### config.mk
export PLATFORM = sky130hd
export DESIGN_NAME = irq_ctrl_flat
export DESIGN_NICKNAME = d
export VERILOG_FILES = /design/src/rtl/irq_ctrl_pkg.sv /design/src/rtl/irq_ctrl_if.sv /design/src/rtl/irq_gateway.sv /design/src/rtl/irq_ctrl.sv /design/src/flat_wrapper.sv
export SDC_FILE = /design/constraint.sdc
export NUM_CORES = 1
export LEC_CHECK = 0
export BUFFER_PORTS_ARGS = -buffer_cell sky130_fd_sc_hd__buf_2
export CORE_MARGIN = 5
export CORE_UTILIZATION = 30
export CTS_CLUSTER_DIAMETER = 200
export DETAILED_ROUTE_END_ITERATION = 10
export GPL_ROUTABILITY_DRIVEN = 0
export PLACE_DENSITY = 0.48
export SYNTH_ARGS = -nofsm -noshare
export SYNTH_HDL_FRONTEND = slang
export SYNTH_HIERARCHICAL = 1
export SYNTH_SLANG_ARGS = --single-unit
export TNS_END_PERCENT = 30
### constraint.sdc
create_clock -name clk -period 28.7 [get_ports clk]
set_clock_uncertainty 0.05 [all_clocks]
set_input_delay 5.74 -clock clk [delete_from_list [all_inputs] [get_ports clk]]
set_output_delay 5.74 -clock clk [all_outputs]
set_load 0.01 [all_outputs]
### src/rtl/irq_ctrl_pkg.sv
// irq_ctrl_pkg: shared constants and types for the interrupt controller.
// Register word indices (paddr[7:2]), source limits and gateway states.
package irq_ctrl_pkg;

    localparam int MAX_SRC = 31;
    localparam int ID_W    = $clog2(MAX_SRC + 1);

    localparam logic [5:0] IDX_PENDING = 6'h00;
    localparam logic [5:0] IDX_ENABLE  = 6'h01;
    localparam logic [5:0] IDX_EDGE    = 6'h02;
    localparam logic [5:0] IDX_THRESH  = 6'h03;
    localparam logic [5:0] IDX_CLAIM   = 6'h04;
    localparam logic [5:0] IDX_PRIO    = 6'h08;

    typedef enum logic [1:0] {
        GW_IDLE,
        GW_PEND,
        GW_SERV
    } gw_state_e;

endpackage

### src/rtl/irq_ctrl_if.sv
// irq_ctrl_if: APB bus bundle between the bridge and the controller.
// The bridge drives the master side, the controller the slave side.
interface irq_ctrl_if;

    logic [31:0] paddr;
    logic        psel;
    logic        penable;
    logic        pwrite;
    logic [31:0] pwdata;
    logic [31:0] prdata;
    logic        pready;
    logic        pslverr;

    modport master (
        output paddr, psel, penable, pwrite, pwdata,
        input  prdata, pready, pslverr
    );

    modport slave (
        input  paddr, psel, penable, pwrite, pwdata,
        output prdata, pready, pslverr
    );

endinterface

### src/rtl/irq_gateway.sv
// irq_gateway: per-source request gateway.
// Level or rising-edge requests walk idle -> pending -> in-service -> idle.
module irq_gateway
    import irq_ctrl_pkg::*;
(
    input  logic clk,
    input  logic rst_n,
    input  logic src,
    input  logic edge_mode,
    input  logic claim,
    input  logic complete,
    output logic pending
);

    gw_state_e state;
    logic      src_q;
    logic      req;

    assign req = edge_mode ? (src & ~src_q) : src;

    // Sample the request level and step the gateway state.
    always_ff @(posedge clk or negedge rst_n) begin
        if (!rst_n) begin
            state   <= GW_IDLE;
            src_q   <= 1'b0;
            pending <= 1'b0;
        end else begin
            src_q <= src;
            unique case (state)
                GW_IDLE: begin
                    if (req) begin
                        state   <= GW_PEND;
                        pending <= 1'b1;
                    end
                end
                GW_PEND: begin
                    if (claim) begin
                        state   <= GW_SERV;
                        pending <= 1'b0;
                    end
                end
                GW_SERV: begin
                    if (complete) begin
                        state <= GW_IDLE;
                    end
                end
                default: begin
                    state   <= GW_IDLE;
                    pending <= 1'b0;
                end
            endcase
        end
    end

endmodule

### src/rtl/irq_ctrl.sv
// irq_ctrl: APB interrupt controller with per-source gateways.
// Arbitrates pending enabled sources by priority and drives the CPU irq line.
module irq_ctrl
    import irq_ctrl_pkg::*;
#(
    parameter int NUM_SRC = 8,
    parameter int PRIO_W  = 3
) (
    input  logic               clk,
    input  logic               rst_n,
    input  logic [NUM_SRC-1:0] irq_src,
    irq_ctrl_if.slave          apb,
    output logic               irq_o
);

    localparam int PRIO_END = int'(IDX_PRIO) + NUM_SRC;

    logic [5:0]         idx;
    logic               acc;
    logic               prio_hit;
    logic               map_ok;
    logic               wr;
    logic               rd;
    logic               rd_claim;
    logic               wr_claim;
    logic [NUM_SRC-1:0] en;
    logic [NUM_SRC-1:0] edg;
    logic [NUM_SRC-1:0] pend;
    logic [NUM_SRC-1:0] claim;
    logic [NUM_SRC-1:0] complete;
    logic [PRIO_W-1:0]  thr;
    logic [PRIO_W-1:0]  prio [NUM_SRC];
    logic [ID_W-1:0]    win_id;
    logic [ID_W-1:0]    claim_id;
    logic [ID_W-1:0]    best_id;
    logic [PRIO_W-1:0]  best_prio;
    logic [31:0]        rdata;
    logic               unused;

    assign idx      = apb.paddr[7:2];
    assign acc      = apb.psel & apb.penable;
    assign prio_hit = (idx >= IDX_PRIO) && (idx < 6'(PRIO_END));
    assign map_ok   = (idx <= IDX_CLAIM) || prio_hit;
    assign wr       = acc & apb.pwrite & map_ok;
    assign rd       = acc & ~apb.pwrite & map_ok;
    assign rd_claim = rd && (idx == IDX_CLAIM);
    assign wr_claim = wr && (idx == IDX_CLAIM);
    assign claim_id = irq_o ? win_id : '0;

    assign apb.prdata  = rdata;
    assign apb.pready  = 1'b1;
    assign apb.pslverr = acc & ~map_ok;

    assign unused = &{1'b0, apb.paddr[31:8], apb.paddr[1:0],
                      apb.pwdata[31:NUM_SRC]};

    for (genvar i = 0; i < NUM_SRC; i++) begin : g_gw
        assign claim[i]    = rd_claim && (claim_id == ID_W'(i + 1));
        assign complete[i] = wr_claim &&
                             (apb.pwdata[ID_W-1:0] == ID_W'(i + 1));

        irq_gateway u_gw (
            .clk       (clk),
            .rst_n     (rst_n),
            .src       (irq_src[i]),
            .edge_mode (edg[i]),
            .claim     (claim[i]),
            .complete  (complete[i]),
            .pending   (pend[i])
        );
    end

    // Config registers commit on the APB access edge.
    always_ff @(posedge clk or negedge rst_n) begin
        if (!rst_n) begin
            en  <= '0;
            edg <= '0;
            thr <= '0;
            for (int i = 0; i < NUM_SRC; i++) begin
                prio[i] <= '0;
            end
        end else if (wr) begin
            if (idx == IDX_ENABLE) en <= apb.pwdata[NUM_SRC-1:0];
            if (idx == IDX_EDGE) edg <= apb.pwdata[NUM_SRC-1:0];
            if (idx == IDX_THRESH) thr <= apb.pwdata[PRIO_W-1:0];
            for (int i = 0; i < NUM_SRC; i++) begin
                if (idx == 6'(int'(IDX_PRIO) + i)) begin
                    prio[i] <= apb.pwdata[PRIO_W-1:0];
                end
            end
        end
    end

    // Highest priority wins, strict compare keeps the lowest ID on ties;
    // a source being claimed this cycle is already out of the race.
    always_comb begin
        best_id   = '0;
        best_prio = '0;
        for (int i = 0; i < NUM_SRC; i++) begin
            if (pend[i] && en[i] && !claim[i] && (prio[i] > best_prio)) begin
                best_id   = ID_W'(i + 1);
                best_prio = prio[i];
            end
        end
    end

    // Register the winner and the CPU interrupt line.
    always_ff @(posedge clk or negedge rst_n) begin
        if (!rst_n) begin
            win_id <= '0;
            irq_o  <= 1'b0;
        end else begin
            win_id <= best_id;
            irq_o  <= (best_id != '0) && (best_prio > thr);
        end
    end

    // Read mux, only driven during a mapped read access.
    always_comb begin
        rdata = '0;
        if (rd) begin
            unique case (1'b1)
                idx == IDX_PENDING: rdata[NUM_SRC-1:0] = pend;
                idx == IDX_ENABLE:  rdata[NUM_SRC-1:0] = en;
                idx == IDX_EDGE:    rdata[NUM_SRC-1:0] = edg;
                idx == IDX_THRESH:  rdata[PRIO_W-1:0]  = thr;
                idx == IDX_CLAIM:   rdata[ID_W-1:0]    = claim_id;
                default: begin
                    for (int i = 0; i < NUM_SRC; i++) begin
                        if (idx == 6'(int'(IDX_PRIO) + i)) begin
                            rdata[PRIO_W-1:0] = prio[i];
                        end
                    end
                end
            endcase
        end
    end

endmodule

### src/flat_wrapper.sv
// flat-port wrapper written by rule: the top's interface ports become plain ports
module irq_ctrl_flat import irq_ctrl_pkg::*;
#(
    parameter int NUM_SRC = 8,
    parameter int PRIO_W  = 3
)
  (clk, rst_n, irq_src, irq_o, apb_paddr, apb_psel, apb_penable, apb_pwrite, apb_pwdata, apb_prdata, apb_pready, apb_pslverr);
  irq_ctrl_if apb_i ();
  input  logic clk;
  input  logic rst_n;
  input  logic [NUM_SRC-1:0] irq_src;
  output logic irq_o;
  input wire logic [$bits(apb_i.paddr)-1:0] apb_paddr;
  input wire logic [$bits(apb_i.psel)-1:0] apb_psel;
  input wire logic [$bits(apb_i.penable)-1:0] apb_penable;
  input wire logic [$bits(apb_i.pwrite)-1:0] apb_pwrite;
  input wire logic [$bits(apb_i.pwdata)-1:0] apb_pwdata;
  output wire logic [$bits(apb_i.prdata)-1:0] apb_prdata;
  output wire logic [$bits(apb_i.pready)-1:0] apb_pready;
  output wire logic [$bits(apb_i.pslverr)-1:0] apb_pslverr;
  assign apb_i.paddr = apb_paddr;
  assign apb_i.psel = apb_psel;
  assign apb_i.penable = apb_penable;
  assign apb_i.pwrite = apb_pwrite;
  assign apb_i.pwdata = apb_pwdata;
  assign apb_prdata = apb_i.prdata;
  assign apb_pready = apb_i.pready;
  assign apb_pslverr = apb_i.pslverr;
  irq_ctrl #(.NUM_SRC(NUM_SRC), .PRIO_W(PRIO_W)) u_core (.clk(clk), .rst_n(rst_n), .irq_src(irq_src), .apb(apb_i), .irq_o(irq_o));
endmodule
# [After elaboration in Yosys (flattened, before gate mapping)]
# Cells that the tools add are included.
[word_totals] register_bits=81 in_bits=77 out_inout_bits=35
[op_classes] order_cmp=12 n_eq_ne=68 n_mux=93 n_bitwise=32 reduce_logical=90
[op_table] cell="2-bit 2-to-1 mux" count=25
[op_table] cell="6-bit by 4-bit == test with 1-bit output (second input constant)" count=8
[op_table] cell="3-bit 2-to-1 mux" count=16
[op_table] cell="2-bit != test (second input constant)" count=24
[op_table] cell="2-bit case mux with 3 select lines" count=8
[op_table] cell="3-bit AND reduction" count=16
[op_table] cell="1-bit logical AND" count=44
[op_table] cell="5-bit by 3-bit == test with 1-bit output (second input constant)" count=8
[op_table] cell="5-bit 2-to-1 mux" count=7
[op_table] cell="1-bit 2-to-1 mux" count=25
[op_table] cell="3-bit greater-than comparator" count=8
[op_table] cell="1-bit case mux with 3 select lines" count=8
[op_table] cell="2-bit AND reduction" count=11
[op_table] cell="5-bit by 2-bit == test with 1-bit output (second input constant)" count=4
[op_table] cell="1-bit inverter" count=18
[op_table] cell="2-bit by 1-bit == test with 1-bit output (second input constant)" count=8
[op_table] cell="2-bit == test (second input constant)" count=8
[op_table] cell="2-bit logical NOT" count=8
[op_table] cell="3-bit case mux with 5 select lines" count=1
[op_table] cell="1-bit AND" count=14
[op_table] cell="6-bit by 2-bit == test with 1-bit output (second input constant)" count=2
[op_table] cell="5-bit by 1-bit == test with 1-bit output (second input constant)" count=2
[op_table] cell="5-bit by 4-bit == test with 1-bit output (second input constant)" count=2
[op_table] cell="3-bit case mux with 3 select lines" count=1
[op_table] cell="12 further kinds" count=19

# [Depth between registers and ports, before layout]
# Gate-level depths: netlist of run 1.
[logic_depth] ltp_word=33 mapped_depth=57

# [Modules after synthesis]
# The synthesis of run 1 kept the hierarchy.
[by_module_without_submodules] module="irq_ctrl" n_inst=1 cells_each=407 area_each_um2=3694.8 seq_area_each_um2=1201.2
[by_module_without_submodules] module="irq_gateway" n_inst=8 cells_each=16 area_each_um2=153.9 seq_area_each_um2=100.1

# [Least setup slack after synthesis of run 1]
# Ideal clock, no wire load.
[synth_path] path_type="input-to-reg" start="input apb_paddr[6]" end="register u_core.irq_o" arrival_time_ns=16.304 setup_slack_ns=12.218 cell_stages=53 path_cell_list="or4_1 > buf_4 > nor4_1 > nor2_1 > and2_1 > ha_1 > and3_1 > a211oi_1 > nand2_1 > mux2_2 > inv_1 > ha_1 > and3_1 > a211o_1 > or2_1 > clkbuf_2 > mux2_2 > inv_1 > (+17 left out) > ha_1 > nand3_1 > nand3_1 > or3_1 > buf_2 > mux2_2 > ha_1 > nor2b_1 > o21a_1 > o21ai_0 > a311oi_1 > clkbuf_1 > mux2i_1 > ha_1 > nor2b_1 > o21a_1 > o21ai_0 > a31oi_1"
[synth_via] elab_chain_len=33 elab_cells_between_ends=66
[synth_rtl] element="start, declared" line_no="flat_wrapper.sv:13" text="input wire logic [$bits(apb_i.paddr)-1:0] apb_paddr;"
[synth_rtl] element="6-bit by 4-bit >= comparator with 1-bit output or 6-bit by 5-bit < comparator with 1-bit output (tied branches)" line_no="irq_ctrl.sv:42" text="assign prio_hit = (idx >= IDX_PRIO) && (idx < 6'(PRIO_END));"
[synth_rtl] element="1-bit logical AND" line_no="irq_ctrl.sv:42"
[synth_rtl] element="1-bit logical OR" line_no="irq_ctrl.sv:43" text="assign map_ok = (idx <= IDX_CLAIM) || prio_hit;"
[synth_rtl] element="1-bit AND" line_no="irq_ctrl.sv:45" text="assign rd = acc & ~apb.pwrite & map_ok;"
[synth_rtl] element="1-bit logical AND (*)" line_no="irq_ctrl.sv:46" text="assign rd_claim = rd && (idx == IDX_CLAIM);"
[synth_rtl] element="1-bit logical AND" line_no="irq_ctrl.sv:58" text="assign claim[i] = rd_claim && (claim_id == ID_W'(i + 1));"
[synth_rtl] element="1-bit logical NOT" line_no="irq_ctrl.sv:100" text="if (pend[i] && en[i] && !claim[i] && (prio[i] > best_prio)) begin"
[synth_rtl] element="1-bit logical AND (2 in a row)" line_no="irq_ctrl.sv:100"
[synth_rtl] element="(+17 left out)"
[synth_rtl] element="1-bit logical AND" line_no="irq_ctrl.sv:100"
[synth_rtl] element="3-bit 2-to-1 mux" line_no="irq_ctrl.sv:100"
[synth_rtl] element="3-bit greater-than comparator" line_no="irq_ctrl.sv:100"
[synth_rtl] element="1-bit logical AND" line_no="irq_ctrl.sv:100"
[synth_rtl] element="5-bit 2-to-1 mux (*)" line_no="irq_ctrl.sv:100"
[synth_rtl] element="named net u_core.best_id[3]" line_no="irq_ctrl.sv:35" text="logic [ID_W-1:0] best_id;"
[synth_rtl] element="5-bit nonzero test (*)" line_no="irq_ctrl.sv:114" text="irq_o <= (best_id != '0) && (best_prio > thr);"
[synth_rtl] element="1-bit logical AND (*)" line_no="irq_ctrl.sv:114"
[synth_rtl] element="end signal, assigned" line_no="irq_ctrl.sv:114"
[synth_rtl] element="end, declared" line_no="irq_ctrl.sv:13" text="output logic irq_o"
# The timed path passes the listed nets; every way through them passes the cells marked *.
# A chain may end at the register's enable or synchronous reset.

# [Final worst setup path of run 1]
[layout_path] start="input apb_paddr[6]" end="register u_core.irq_o"
[layout_via] elab_chain_len=33 elab_cells_between_ends=66
[layout_rtl] element="6-bit by 4-bit >= comparator with 1-bit output or 6-bit by 5-bit < comparator with 1-bit output (tied branches)" line_no="irq_ctrl.sv:42"
[layout_rtl] element="1-bit logical AND" line_no="irq_ctrl.sv:42"
[layout_rtl] element="1-bit logical OR" line_no="irq_ctrl.sv:43"
[layout_rtl] element="1-bit AND" line_no="irq_ctrl.sv:45"
[layout_rtl] element="1-bit logical AND (*)" line_no="irq_ctrl.sv:46"
[layout_rtl] element="1-bit logical AND" line_no="irq_ctrl.sv:58"
[layout_rtl] element="1-bit logical NOT" line_no="irq_ctrl.sv:100"
[layout_rtl] element="1-bit logical AND (2 in a row)" line_no="irq_ctrl.sv:100"
[layout_rtl] element="(+16 left out)"
[layout_rtl] element="3-bit greater-than comparator" line_no="irq_ctrl.sv:100"
[layout_rtl] element="1-bit logical AND" line_no="irq_ctrl.sv:100"
[layout_rtl] element="3-bit 2-to-1 mux" line_no="irq_ctrl.sv:100"
[layout_rtl] element="3-bit greater-than comparator" line_no="irq_ctrl.sv:100"
[layout_rtl] element="1-bit logical AND" line_no="irq_ctrl.sv:100"
[layout_rtl] element="3-bit 2-to-1 mux or 5-bit 2-to-1 mux (tied branches)" line_no="irq_ctrl.sv:100"
[layout_rtl] element="3-bit greater-than comparator or 5-bit nonzero test (tied branches)" line_no="irq_ctrl.sv:114"
[layout_rtl] element="1-bit logical AND (*)" line_no="irq_ctrl.sv:114"
# Every way passes the cells marked *; elsewhere a longest branch is shown, timed or not.

==> summary.txt, run 1 <==
Run
  • Number of max-cap violations: 0

Global route
  • Antenna violations before repair: 0
  • Pin count of the biggest net entering global routing: 59
  • GRT Overall Usage: 0.1480
  • First-pass GRT wire length: 21.99 mm
  • Overflow left after global routing: 0
  • Vias in the first global route: 3879

Finish
  • Area growth from synthesis to layout: 13.08%
  • Filler Cell Count: 1662
  • Most used cells in the layout excluding fill and tap cells: 80 x dfrtp_1, 63 x nand2_1, 55 x nor2_1, 42 x mux2_2, 35 x buf_2
  • Ant diodes: 0
  • Layout Nets: 672
  • Area of all placed cells without fillers: 5570 um2
  • Layout cell share with drive strength beyond 1: 0.2169
  • Most common cell after layout, fill and taps aside: dfrtp_1

Place
  • Worst Setup Slack post-DPL: 10.98 ns
  • Area after detailed placement: 5284 um2
  • Total half-perimeter wirelength after legalization and detailed placement: 10.93 mm
  • Port-buffer cells: 36

Clock network
  • Clock latency reported for the late side of the worst-skew pair: 0.36 ns
  • CTS tree: built
  • Hold_buf cts: 0
  • CTS-repair resized insts: 0
  • Maximum buffer depth of the clock tree: 2
  • Clock-pin slew of the registers on the worst-case setup and hold paths: 0.07 ns
  • Clk root buf: clkbuf_16
  • TritonCTS Buffers: 9
  • Number of buffers added for setup after CTS: 0
  • CTS sink cnt: 80
  • H-tree lvl count: 3

Timing
  • RSZ-0062 raised after global routing: no
  • Worst Tran Pin Value: 0.9117 ns
  • Max-slew violations: 0
  • Max-slew headroom: 0.3889
  • Sum of negative setup slack: 0 ns
  • Setup-violating endpoint count in the final report: 0
  • Min Hold Slack: 0.4434 ns
  • Fmax: 57.46 MHz
  • Final period utilization: 0.6064
  • Final critical delay including setup and external delays: 17.40 ns
  • Count of endpoints failing hold in the final timing report: 0
  • Final WS setup: 11.30 ns

Critical path
  • Worst-path cell with the longest stage delay: or4_1
  • Arrival @ worst endpoint: 17.59 ns
  • Crit Path Max Fanout: 11
  • CP top delay family: simple AND/OR/NAND/NOR gates
  • Category of the most critical setup path: in2reg
  • Crit. End Element: register
  • Startpoint type of the worst setup path: input port
  • Buffers and inverters on the worst path: 4
  • RR Startpoint: u_core/win_id[3]
  • Startpoint of the most critical setup path: apb_paddr[6]
  • CP peak stage delay: 0.77 ns
  • Data required time at the worst endpoint: 28.89 ns
  • Critical path's most frequent cell: ha_1

Yosys
  • Sequential share of the synthesized area: 0.4064
  • Gate count after technology mapping: 535
  • Unique masters post-synth: 66
  • Post-synth top flop: dfrtp_1
  • Asr flop ratio synth: 1.000
  • Cell area after technology mapping: 4926 um2
  • Register bit count reported by yosys: 80
  • Top post-synthesis cells by area: dfrtp_1 41%, mux2_2 9.6%, ha_1 4.8%, nand2_1 4.8%, nor2_1 4.2%
  • Leading area contributor after synthesis: dfrtp_1
  • Post-synth top area share: 0.4064
  • Average footprint of a synthesized cell: 9.207 um2
  • Number of flops mapped to enable cells by yosys: 0
  • Count of yosys warnings during synthesis: 6

Detailed routing
  • Detailed-route wire length: 14.25 mm
  • WL per Instance: 17.88 um
  • Routed via count: 4073
  • Number of violations reported at the end of detailed-routing iteration 0: 362
  • DR pass1 iterations: 5
  • Highest routed metal layer: met4
  • Via-per-instance ratio: 5.110
  • # DRC: 0
  • Antenna-violating nets left: 0
  • DR WL met2: 6.688 mm
  • Sum of met3 wire segment lengths after detailed routing: 795 um
  • Routed metal-1 wirelength: 6.540 mm

Outcome
  • Run status: complete, no violations

Floorplanning
  • Count of pins on the block boundary: 112
  • Area of the die: 19080 um2
  • Die Y-Extent: 138.1 um
  • Die X: 138.1 um
  • Initial standard-cell utilization of the core: 0.3079
  • Standard cell core area: 16000 um2
  • Cell Rows: 46

Power and ir drop
  • Total power density per cell area: 45.61 nW/um2
  • Leakage power figure: 2.433 nW
  • Worst vdd ir: 0.02848 mV

Hold path
  • Startpoint of the most critical hold path: u_core/g_gw[4].u_gw/state[1]
  • Worst hold path type: reg2reg
cell families after synthesis:
logic type / count (synthesis) / share of synthesized area
buffers and inverters: 64 / 0.06909
other: 2 / 0.001525
adders and majority gates: 21 / 0.05232
DFF: 80 / 0.4064
and+or+nand+nor: 212 / 0.2111
muxes: 49 / 0.1140
AOI/OAI and AO/OA: 107 / 0.1455
report_power, final:
part	internal (mW)	total, mW	switching, mW
logic	0.00706	0.0206	0.0136
clock network	0.0604	0.114	0.0532
registers	0.116	0.120	0.00346
total	0.184	0.254	0.0703
cells in the mapped netlist, types with 6 or more instances:
master / n
nor3_1: 16
nand3_1: 18
ha_1: 19
mux2_2: 42
o21ai_0: 26
a21oi_1: 19
inv_2: 8
a22oi_1: 6
dfrtp_1: 80
clkbuf_1: 7
nand2b_1: 13
a222oi_1: 9
inv_1: 21
nor2_1: 55
buf_4: 26
o21ai_1: 16
nand2_1: 63
path summary, 6_finish.rpt:
check | end | slack (ns) | depth (start not counted)
max | u_core/irq_o | 11.30 | 51
min | u_core/g_gw[4].u_gw/state[0] | 0.44 | 1
max reg2reg | u_core/irq_o | 16.75 | 50
min reg2reg | u_core/g_gw[4].u_gw/state[0] | 0.44 | 1
max in group asynchronous | u_core/edg[0] | 22.32 | 2
min in group asynchronous | u_core/prio[10] | 5.22 | 1
registers in the layout, summed over array words and instances (netlist names):
name                      count
u_core/edg                    8
u_core/en                     8
u_core/g_gw.u_gw/pending      8
u_core/g_gw.u_gw/src_q        8
u_core/g_gw.u_gw/state       16
u_core/irq_o                  1
u_core/prio                  24
u_core/thr                    3
u_core/win_id                 4
layer usage:
metal / global-route usage / up-vias
met5: 0 / -
met4: 0.03796 / 0
met3: 0.03483 / 16
met2: 0.2354 / 116
met1: 0.2039 / 1986
li1: - / 1955
through the flow:
stage	std cells	util	total power [mW]
floorplan	558	-	0.1355
global placement	781	0.3302	0.1422
detailed placement	781	0.3302	0.1426
CTS	797	0.3481	0.2582
global route	797	0.3481	0.2655
finish	797	0.3481	0.2541
area by class of cell:
| type | count | area (um2) | share of cell area |
|---|---|---|---|
| clock buffers | 9 | 225.2 | 0.04043 |
| clock inverters | 7 | 61.31 | 0.01101 |
| inverters | 29 | 108.9 | 0.01954 |
| multi-input cells | 414 | 2675 | 0.4802 |
| flip-flops and latches | 80 | 2002 | 0.3594 |
| well taps | 216 | 270.3 | 0.04852 |
| repair buffers | 42 | 227.7 | 0.04088 |
No activity file was read; power rests on OpenSTA's default activity.
==> inputs of run 2 (changes only) <==
Settings changed: PLACE_DENSITY 0.48 to 0.5.
Clock period 28.7 ns to 14.6 ns, I/O delays scaled along.
==> summary.txt, run 2 (synthesis results as in run 1) <==
Timing
  • Setup-violating endpoint count in the final report: 0 (unchanged)
  • Fmax: 71.88 MHz
  • RSZ-0062 raised after global routing: no
  • Count of endpoints failing hold in the final timing report: 0 (unchanged)
  • Max-slew headroom: 0.08638 (-0.3025)
  • Sum of negative setup slack: 0 ns (unchanged)
  • Worst Tran Pin Value: 1.360 ns (+0.4483 ns)
  • Final period utilization: 0.9529
  • Max-slew violations: 0 (unchanged)
  • Final WS setup: 0.6872 ns (-10.61 ns)
  • Final critical delay including setup and external delays: 13.91 ns

Power and ir drop
  • Worst vdd ir: 0.04556 mV (+60%)
  • Switching fraction of total power: 0.2611 (-0.01546)
  • Sequential fraction of design power: 0.488 (+0.017)
  • Total power density per cell area: 86.76 nW/um2 (+90%)
  • Cell Int Power: 356.9 uW (+94%)
  • Clk pwr share: 0.428 (-0.019)
  • Net switching power of the design: 126.1 uW (+79%)
  • Power after layout: 482.9 uW (+90%)
  • Leakage power figure: 2.432 nW (about the same)
  • Combinational cell fraction of total power: 0.084 (+0.003)

Critical path
  • RR Startpoint: u_core/win_id[2]
  • Crit. End Element: register
  • Worst R2R Setup Slack: 3.12 ns (-13.63 ns)
  • Category of the most critical setup path: in2reg
  • Data required time at the worst endpoint: 14.77 ns (-14.12 ns)
  • Critical path's most frequent cell: ha_1
  • Crit Path Max Fanout: 11 (unchanged)
  • Startpoint type of the worst setup path: input port
  • Worst reg2reg endpoint: u_core/irq_o
  • Worst-path cell with the longest stage delay: or4_1
  • Arrival @ worst endpoint: 14.08 ns (-3.51 ns)
  • Count of cells along the worst register-to-register path: 51 (+2.0%)
  • CP peak stage delay: 0.54 ns (-0.23 ns)

Finish
  • Most common cell after layout, fill and taps aside: dfrtp_1
  • Largest register FFs: 24 (unchanged)
  • Area growth from synthesis to layout: 13.00% (about the same)
  • Top register by number of flip-flops: u_core/prio
  • Footprint of the multi-input gates: 2680 um2 (+0.19%)
  • Total area of sequential cells: 2002 um2 (unchanged)
  • Ant diodes: 0 (unchanged)
  • Most used cells in the layout excluding fill and tap cells: 80 x dfrtp_1, 63 x nand2_1, 55 x nor2_1, 42 x mux2_2, 35 x buf_2
  • Filler Cell Count: 1652 (-0.60%)
  • Leading registers by flop count: u_core/prio (24), u_core/g_gw.u_gw/state (16)
  • Layout cell share with drive strength beyond 1: 0.2182 (+0.001346)
  • Layout Nets: 674 (+0.30%)

Clock network
  • CTS tree: built
  • TritonCTS Buffers: 9 (unchanged)
  • Clock-pin slew of the registers on the worst-case setup and hold paths: 0.06 ns (about the same)
  • Clock latency reported for the late side of the worst-skew pair: 0.35 ns (about the same)
  • CTS-repair resized insts: 0 (unchanged)
  • Clk root buf: clkbuf_16
  • Hold_buf cts: 0 (unchanged)
  • H-tree lvl count: 3 (unchanged)
  • CTS sink cnt: 80 (unchanged)
  • Number of buffers added for setup after CTS: 0 (unchanged)
  • Maximum buffer depth of the clock tree: 2 (unchanged)

Detailed routing
  • WL per Instance: 17.91 um (+0.17%)
  • Detailed-route wire length: 14.29 mm (+0.29%)
  • Routed via count: 4098 (+0.61%)
  • Antenna-violating nets left: 0 (unchanged)
  • # DRC: 0 (unchanged)
  • Number of violations reported at the end of detailed-routing iteration 0: 336 (-7.2%)
  • DR pass1 iterations: 6 (+1)
  • Via-per-instance ratio: 5.135 (+0.49%)

Floorplanning
  • Die Y-Extent: 138.1 um (unchanged)
  • Count of pins on the block boundary: 112 (unchanged)
  • Cell Rows: 46 (unchanged)
  • Die X: 138.1 um (unchanged)
  • Standard cell core area: 16000 um2 (unchanged)
  • Initial standard-cell utilization of the core: 0.3079 (unchanged)
  • Area of the die: 19080 um2 (unchanged)

Global route
  • Antenna violations before repair: 0 (unchanged)
  • GRT Overall Usage: 0.1503 (+0.002238)
  • Overflow left after global routing: 0 (unchanged)
  • First-pass GRT wire length: 22.71 mm (+3.3%)
  • Pin count of the biggest net entering global routing: 81 (+37%)
  • Vias in the first global route: 4061 (+4.7%)

Hold path
  • Hold-critical path depth: 1 (unchanged)
  • Startpoint of the most critical hold path: u_core/g_gw[4].u_gw/state[1]
  • Capture endpoint of the worst hold path: u_core/g_gw[4].u_gw/state[0]
  • Worst hold path type: reg2reg

Place
  • Worst Setup Slack post-DPL: 0.2830 ns (-10.70 ns)
  • Total half-perimeter wirelength after legalization and detailed placement: 10.86 mm (-0.63%)
  • Port-buffer cells: 36 (unchanged)

Run
  • Number of max-cap violations: 0 (unchanged)

Outcome
  • Run status: complete, no violations
run 2: cell count changes in the layout (fill, tap and decap cells not counted), sizes merged:
cell / previous run / this run
inv: 34 / 30
clkinv: 0 / 2
clkbuf: 9 / 10
buf: 42 / 44
run 2: final cells by class:
type,instances,area share
sequential,80,0.3596
clock buffer,10,0.04113
inverter,29,0.01955
multi-input combinational,414,0.4815
tap,216,0.04855
clock inverter,5,0.006069
timing repair buffer,44,0.04361
run 2: power groups by stage:
stage               sequential [mW]  combinational (mW)  clock (mW)
floorplan                     0.237              0.0289           0
global placement              0.240              0.0400           0
detailed placement            0.240              0.0408           0
CTS                           0.236              0.0410       0.214
global route                  0.237              0.0461       0.221
finish                        0.236              0.0406       0.206
run 2: per-layer routing:
layer  part of all wire  vias up  routed length (um)  GRT usage
li1                   -     1954                   -          -
met1               0.46     1995                6535     0.2063
met2               0.46      134                6629     0.2382
met3              0.065       15                 924    0.03345
met4              0.014        0                 202    0.04420
met5                  0        -                   0          0
run 2: worst max path at each step:
stage / from / endpoint / slack [ns] / cells after the start
detailed placement: apb_paddr[6] / u_core/irq_o / 0.28 / 53
finish: apb_paddr[6] / u_core/irq_o / 0.69 / 52
global placement: apb_paddr[6] / u_core/irq_o / 0.43 / 53
floorplan: apb_paddr[6] / u_core/irq_o / 0.94 / 53
global route: apb_paddr[6] / u_core/irq_o / 0.11 / 53
CTS: apb_paddr[6] / u_core/irq_o / 0.63 / 53
run 2: worst max-delay path: cells and delay by family:
family / cells / cell delay (ns)
mux: 6 / 1.80
fa+ha+maj: 10 / 2.74
simple gates: 17 / 3.21
buf+inv: 6 / 0.80
compound gates: 13 / 2.56
run 2: metrics by stage:
step                      hold slack, ns  cells  utilization  area [um2]
final                             0.4415    798       0.3479        5567
after detailed placement          0.4326    783       0.3312        5299
after global routing              0.4733    798       0.3479        5567
after floorplan                   0.4061    558            -        5012
after CTS                         0.4419    798       0.3476        5562
after global placement            0.4232    783       0.3312        5299
==> inputs of run 3 (changes only) <==
Settings changed: ABC_AREA set to 1.
==> summary.txt, run 3 <==
Yosys
  • Leading area contributor after synthesis: dfrtp_1
  • Most numerous cell in the Yosys netlist: nand2_1
  • Register bit count reported by yosys: 80 (unchanged)
  • Post-synth top area share: 0.3965 (-0.009870)
  • Unique masters post-synth: 44 (-33%)
  • Number of flops mapped to enable cells by yosys: 0 (unchanged)
  • Top post-synthesis cells by area: dfrtp_1 40%, nand2_1 11%, inv_1 6.1%, o21ai_0 5.7%, nand3_1 4.9%
  • Average footprint of a synthesized cell: 7.638 um2 (-17%)
  • Cell area after technology mapping: 5049 um2 (+2.5%)
  • Gate count after technology mapping: 661 (+24%)
  • Commonest cells in the netlist: 148 x nand2_1, 82 x inv_1, 80 x dfrtp_1
  • Asr flop ratio synth: 1.000 (unchanged)
  • Count of yosys warnings during synthesis: 6 (unchanged)
  • Post-synth top flop: dfrtp_1
  • Sequential share of the synthesized area: 0.3965 (-0.009870)

Timing
  • Max-slew headroom: 0.2923 (+0.2059)
  • Count of endpoints failing hold in the final timing report: 0 (unchanged)
  • Max-slew violations: 0 (unchanged)
  • Worst Tran Pin Value: 1.062 ns (-0.2983 ns)
  • Sum of negative setup slack: 0 ns (unchanged)
  • Fmax: 79.69 MHz (+11%)
  • RSZ-0062 raised after global routing: no
  • Setup-violating endpoint count in the final report: 0 (unchanged)
  • Final period utilization: 0.8595 (-0.09340)
  • Final critical delay including setup and external delays: 12.55 ns (-1.364 ns)

Finish
  • Most used cells in the layout excluding fill and tap cells: 148 x nand2_1, 82 x inv_1, 80 x dfrtp_1, 57 x o21ai_0, 56 x nor2_1
  • Largest register FFs: 24 (unchanged)
  • Footprint of the multi-input gates: 2581 um2 (-3.7%)
  • Area growth from synthesis to layout: 12.27%
  • Leading registers by flop count: u_core/prio (24), u_core/g_gw.u_gw/state (16)
  • Layout cell share with drive strength beyond 1: 0.1459 (-0.07232)
  • Layout Nets: 797 (+18%)
  • Ant diodes: 0 (unchanged)
  • Most common cell after layout, fill and taps aside: nand2_1
  • End-of-flow core utilization: 0.3430 (-0.004904)
  • Filler Cell Count: 1743 (+5.5%)
  • Area of all placed cells without fillers: 5668 um2 (+1.8%)
  • Total area of sequential cells: 2002 um2 (unchanged)
  • Top register by number of flip-flops: u_core/prio
  • Post-route insts no fill: 926 (+16%)

Critical path
  • Data required time at the worst endpoint: 14.82 ns (+0.05 ns)
  • Worst-path cell with the longest stage delay: o21ai_0
  • Startpoint type of the worst setup path: input port
  • Crit. End Element: register
  • Critical path's most frequent cell: nand2_1
  • Worst R2R Setup Slack: 4.39 ns (+1.27 ns)
  • CP peak stage delay: 0.42 ns (-0.12 ns)
  • Crit Path Max Fanout: 8 (-3)
  • Worst reg2reg endpoint: u_core/irq_o
  • Crit path to: u_core/irq_o
  • Arrival @ worst endpoint: 12.77 ns (-1.31 ns)
  • RR Startpoint: u_core/irq_o
  • Category of the most critical setup path: in2reg
  • Count of cells along the worst register-to-register path: 60 (+18%)
  • Startpoint of the most critical setup path: apb_psel

Power and ir drop
  • Leakage power figure: 2.736 nW (+13%)
  • Total power density per cell area: 88.04 nW/um2 (+1.5%)
  • Worst vdd ir: 0.05885 mV (+29%)

Global route
  • Vias in the first global route: 4528 (+11%)
  • Antenna violations before repair: 0 (unchanged)
  • First-pass GRT wire length: 24.09 mm (+6.1%)
  • Overflow left after global routing: 0 (unchanged)
  • GRT Overall Usage: 0.1555 (+0.005213)
  • Pin count of the biggest net entering global routing: 81 (unchanged)

Hold path
  • Worst hold path type: reg2reg

Floorplanning
  • Die X: 139.7 um (+1.1%)
  • Initial standard-cell utilization of the core: 0.3055 (-0.002347)
  • Cell Rows: 47 (+2.2%)
  • Area of the die: 19520 um2 (+2.3%)
  • Count of pins on the block boundary: 112 (unchanged)
  • Die Y-Extent: 139.7 um (+1.1%)
  • Standard cell core area: 16520 um2 (+3.3%)

Clock network
  • Number of buffers added for setup after CTS: 0 (unchanged)
  • Clock latency reported for the late side of the worst-skew pair: 0.34 ns (about the same)
  • CTS sink cnt: 80 (unchanged)
  • CTS-repair resized insts: 0 (unchanged)
  • Hold_buf cts: 0 (unchanged)
  • CTS tree: built
  • Clock-pin slew of the registers on the worst-case setup and hold paths: 0.07 ns (about the same)
  • Clk root buf: clkbuf_16
  • H-tree lvl count: 3 (unchanged)
  • Maximum buffer depth of the clock tree: 2 (unchanged)
  • TritonCTS Buffers: 9 (unchanged)

Place
  • Cells after DPL: 910 (+16%)
  • Area after detailed placement: 5386 um2 (+1.7%)
  • Port-buffer cells: 36 (unchanged)
  • Total half-perimeter wirelength after legalization and detailed placement: 11.22 mm (+3.3%)

Run
  • Number of max-cap violations: 0 (unchanged)

Detailed routing
  • # DRC: 0 (unchanged)
  • DR pass1 iterations: 5 (-1)
  • Number of violations reported at the end of detailed-routing iteration 0: 299 (-11%)
  • Via-per-instance ratio: 4.842 (-5.7%)
  • WL per Instance: 16.07 um (-10%)
  • Antenna-violating nets left: 0 (unchanged)
  • Routed via count: 4484 (+9.4%)
  • Detailed-route wire length: 14.88 mm (+4.1%)

Outcome
  • Run status: complete, no violations
run 3: cell count changes after synthesis, moves of 13 or more:
cell | previous run | this run
inv_1 | 21 | 82
nand3_1 | 18 | 49
nand2b_1 | 13 | 0
o21ai_0 | 26 | 57
mux2_2 | 42 | 0
nand2_1 | 63 | 148
run 3: worst min-delay path by stage:
stage	start	to	slack, ns	cells past startpoint
floorplan	u_core/thr[1]	u_core/thr[1]	0.40	2
global placement	u_core/thr[2]	u_core/thr[2]	0.43	2
detailed placement	u_core/thr[1]	u_core/thr[1]	0.43	2
CTS	u_core/thr[1]	u_core/thr[1]	0.45	2
global route	u_core/prio[21]	u_core/prio[21]	0.49	2
finish	u_core/thr[1]	u_core/thr[1]	0.45	2
run 3: critical path, delay by kind of cell:
family / cells / cell delay [ns]
adder cells (fa/ha/maj): 8 / 2.39
AO/OA/AOI/OAI: 16 / 3.39
buffers and inverters: 3 / 0.41
AND/OR/NAND/NOR: 33 / 3.65
run 3: per-layer routing:
metal,global-route usage,up-vias,share of wire
met1,0.2044,2129,0.46
met5,0,-,0
met3,0.03774,23,0.048
met4,0.05201,0,0.021
li1,-,2229,-
met2,0.2515,103,0.47
run 3: cell type report:
| type | count | area share |
|---|---|---|
| clock buffers | 10 | 0.04216 |
| repair buffers | 36 | 0.03223 |
| well taps | 220 | 0.04857 |
| inverters | 92 | 0.06093 |
| clock inverters | 6 | 0.007506 |
| multi-input cells | 482 | 0.4554 |
| flip-flops and latches | 80 | 0.3532 |
run 3: cells by family (layout without fill, tap and decap cells):
| family | count (synthesis) | after routing | share of synthesized area |
|---|---|---|---|
| simple gates | 304 | 304 | 0.2801 |
| compound gates | 134 | 134 | 0.1656 |
| buf+inv | 122 | 144 | 0.1093 |
| flops | 80 | 80 | 0.3965 |
| fa+ha+maj | 19 | 19 | 0.04709 |
| other cells | 2 | 25 | 0.001488 |
run 3: metrics by stage:
step / hold slack (ns) / setup WS, ns / total power, mW
floorplan: 0.4030 / 3.562 / 0.2718
global placement: 0.4274 / 1.939 / 0.2851
detailed placement: 0.4310 / 1.791 / 0.2866
CTS: 0.4477 / 2.107 / 0.5074
global route: 0.4882 / 1.150 / 0.5226
finish: 0.4524 / 2.051 / 0.4990
run 3: power by group:
part           total [mW]  internal [mW]  leakage [nW]  switching (mW)
Combinational      0.0465         0.0143          1.66          0.0322
Sequential          0.236          0.229         0.945         0.00681
Clock               0.216          0.120         0.135          0.0961
Total               0.499          0.364          2.74           0.135
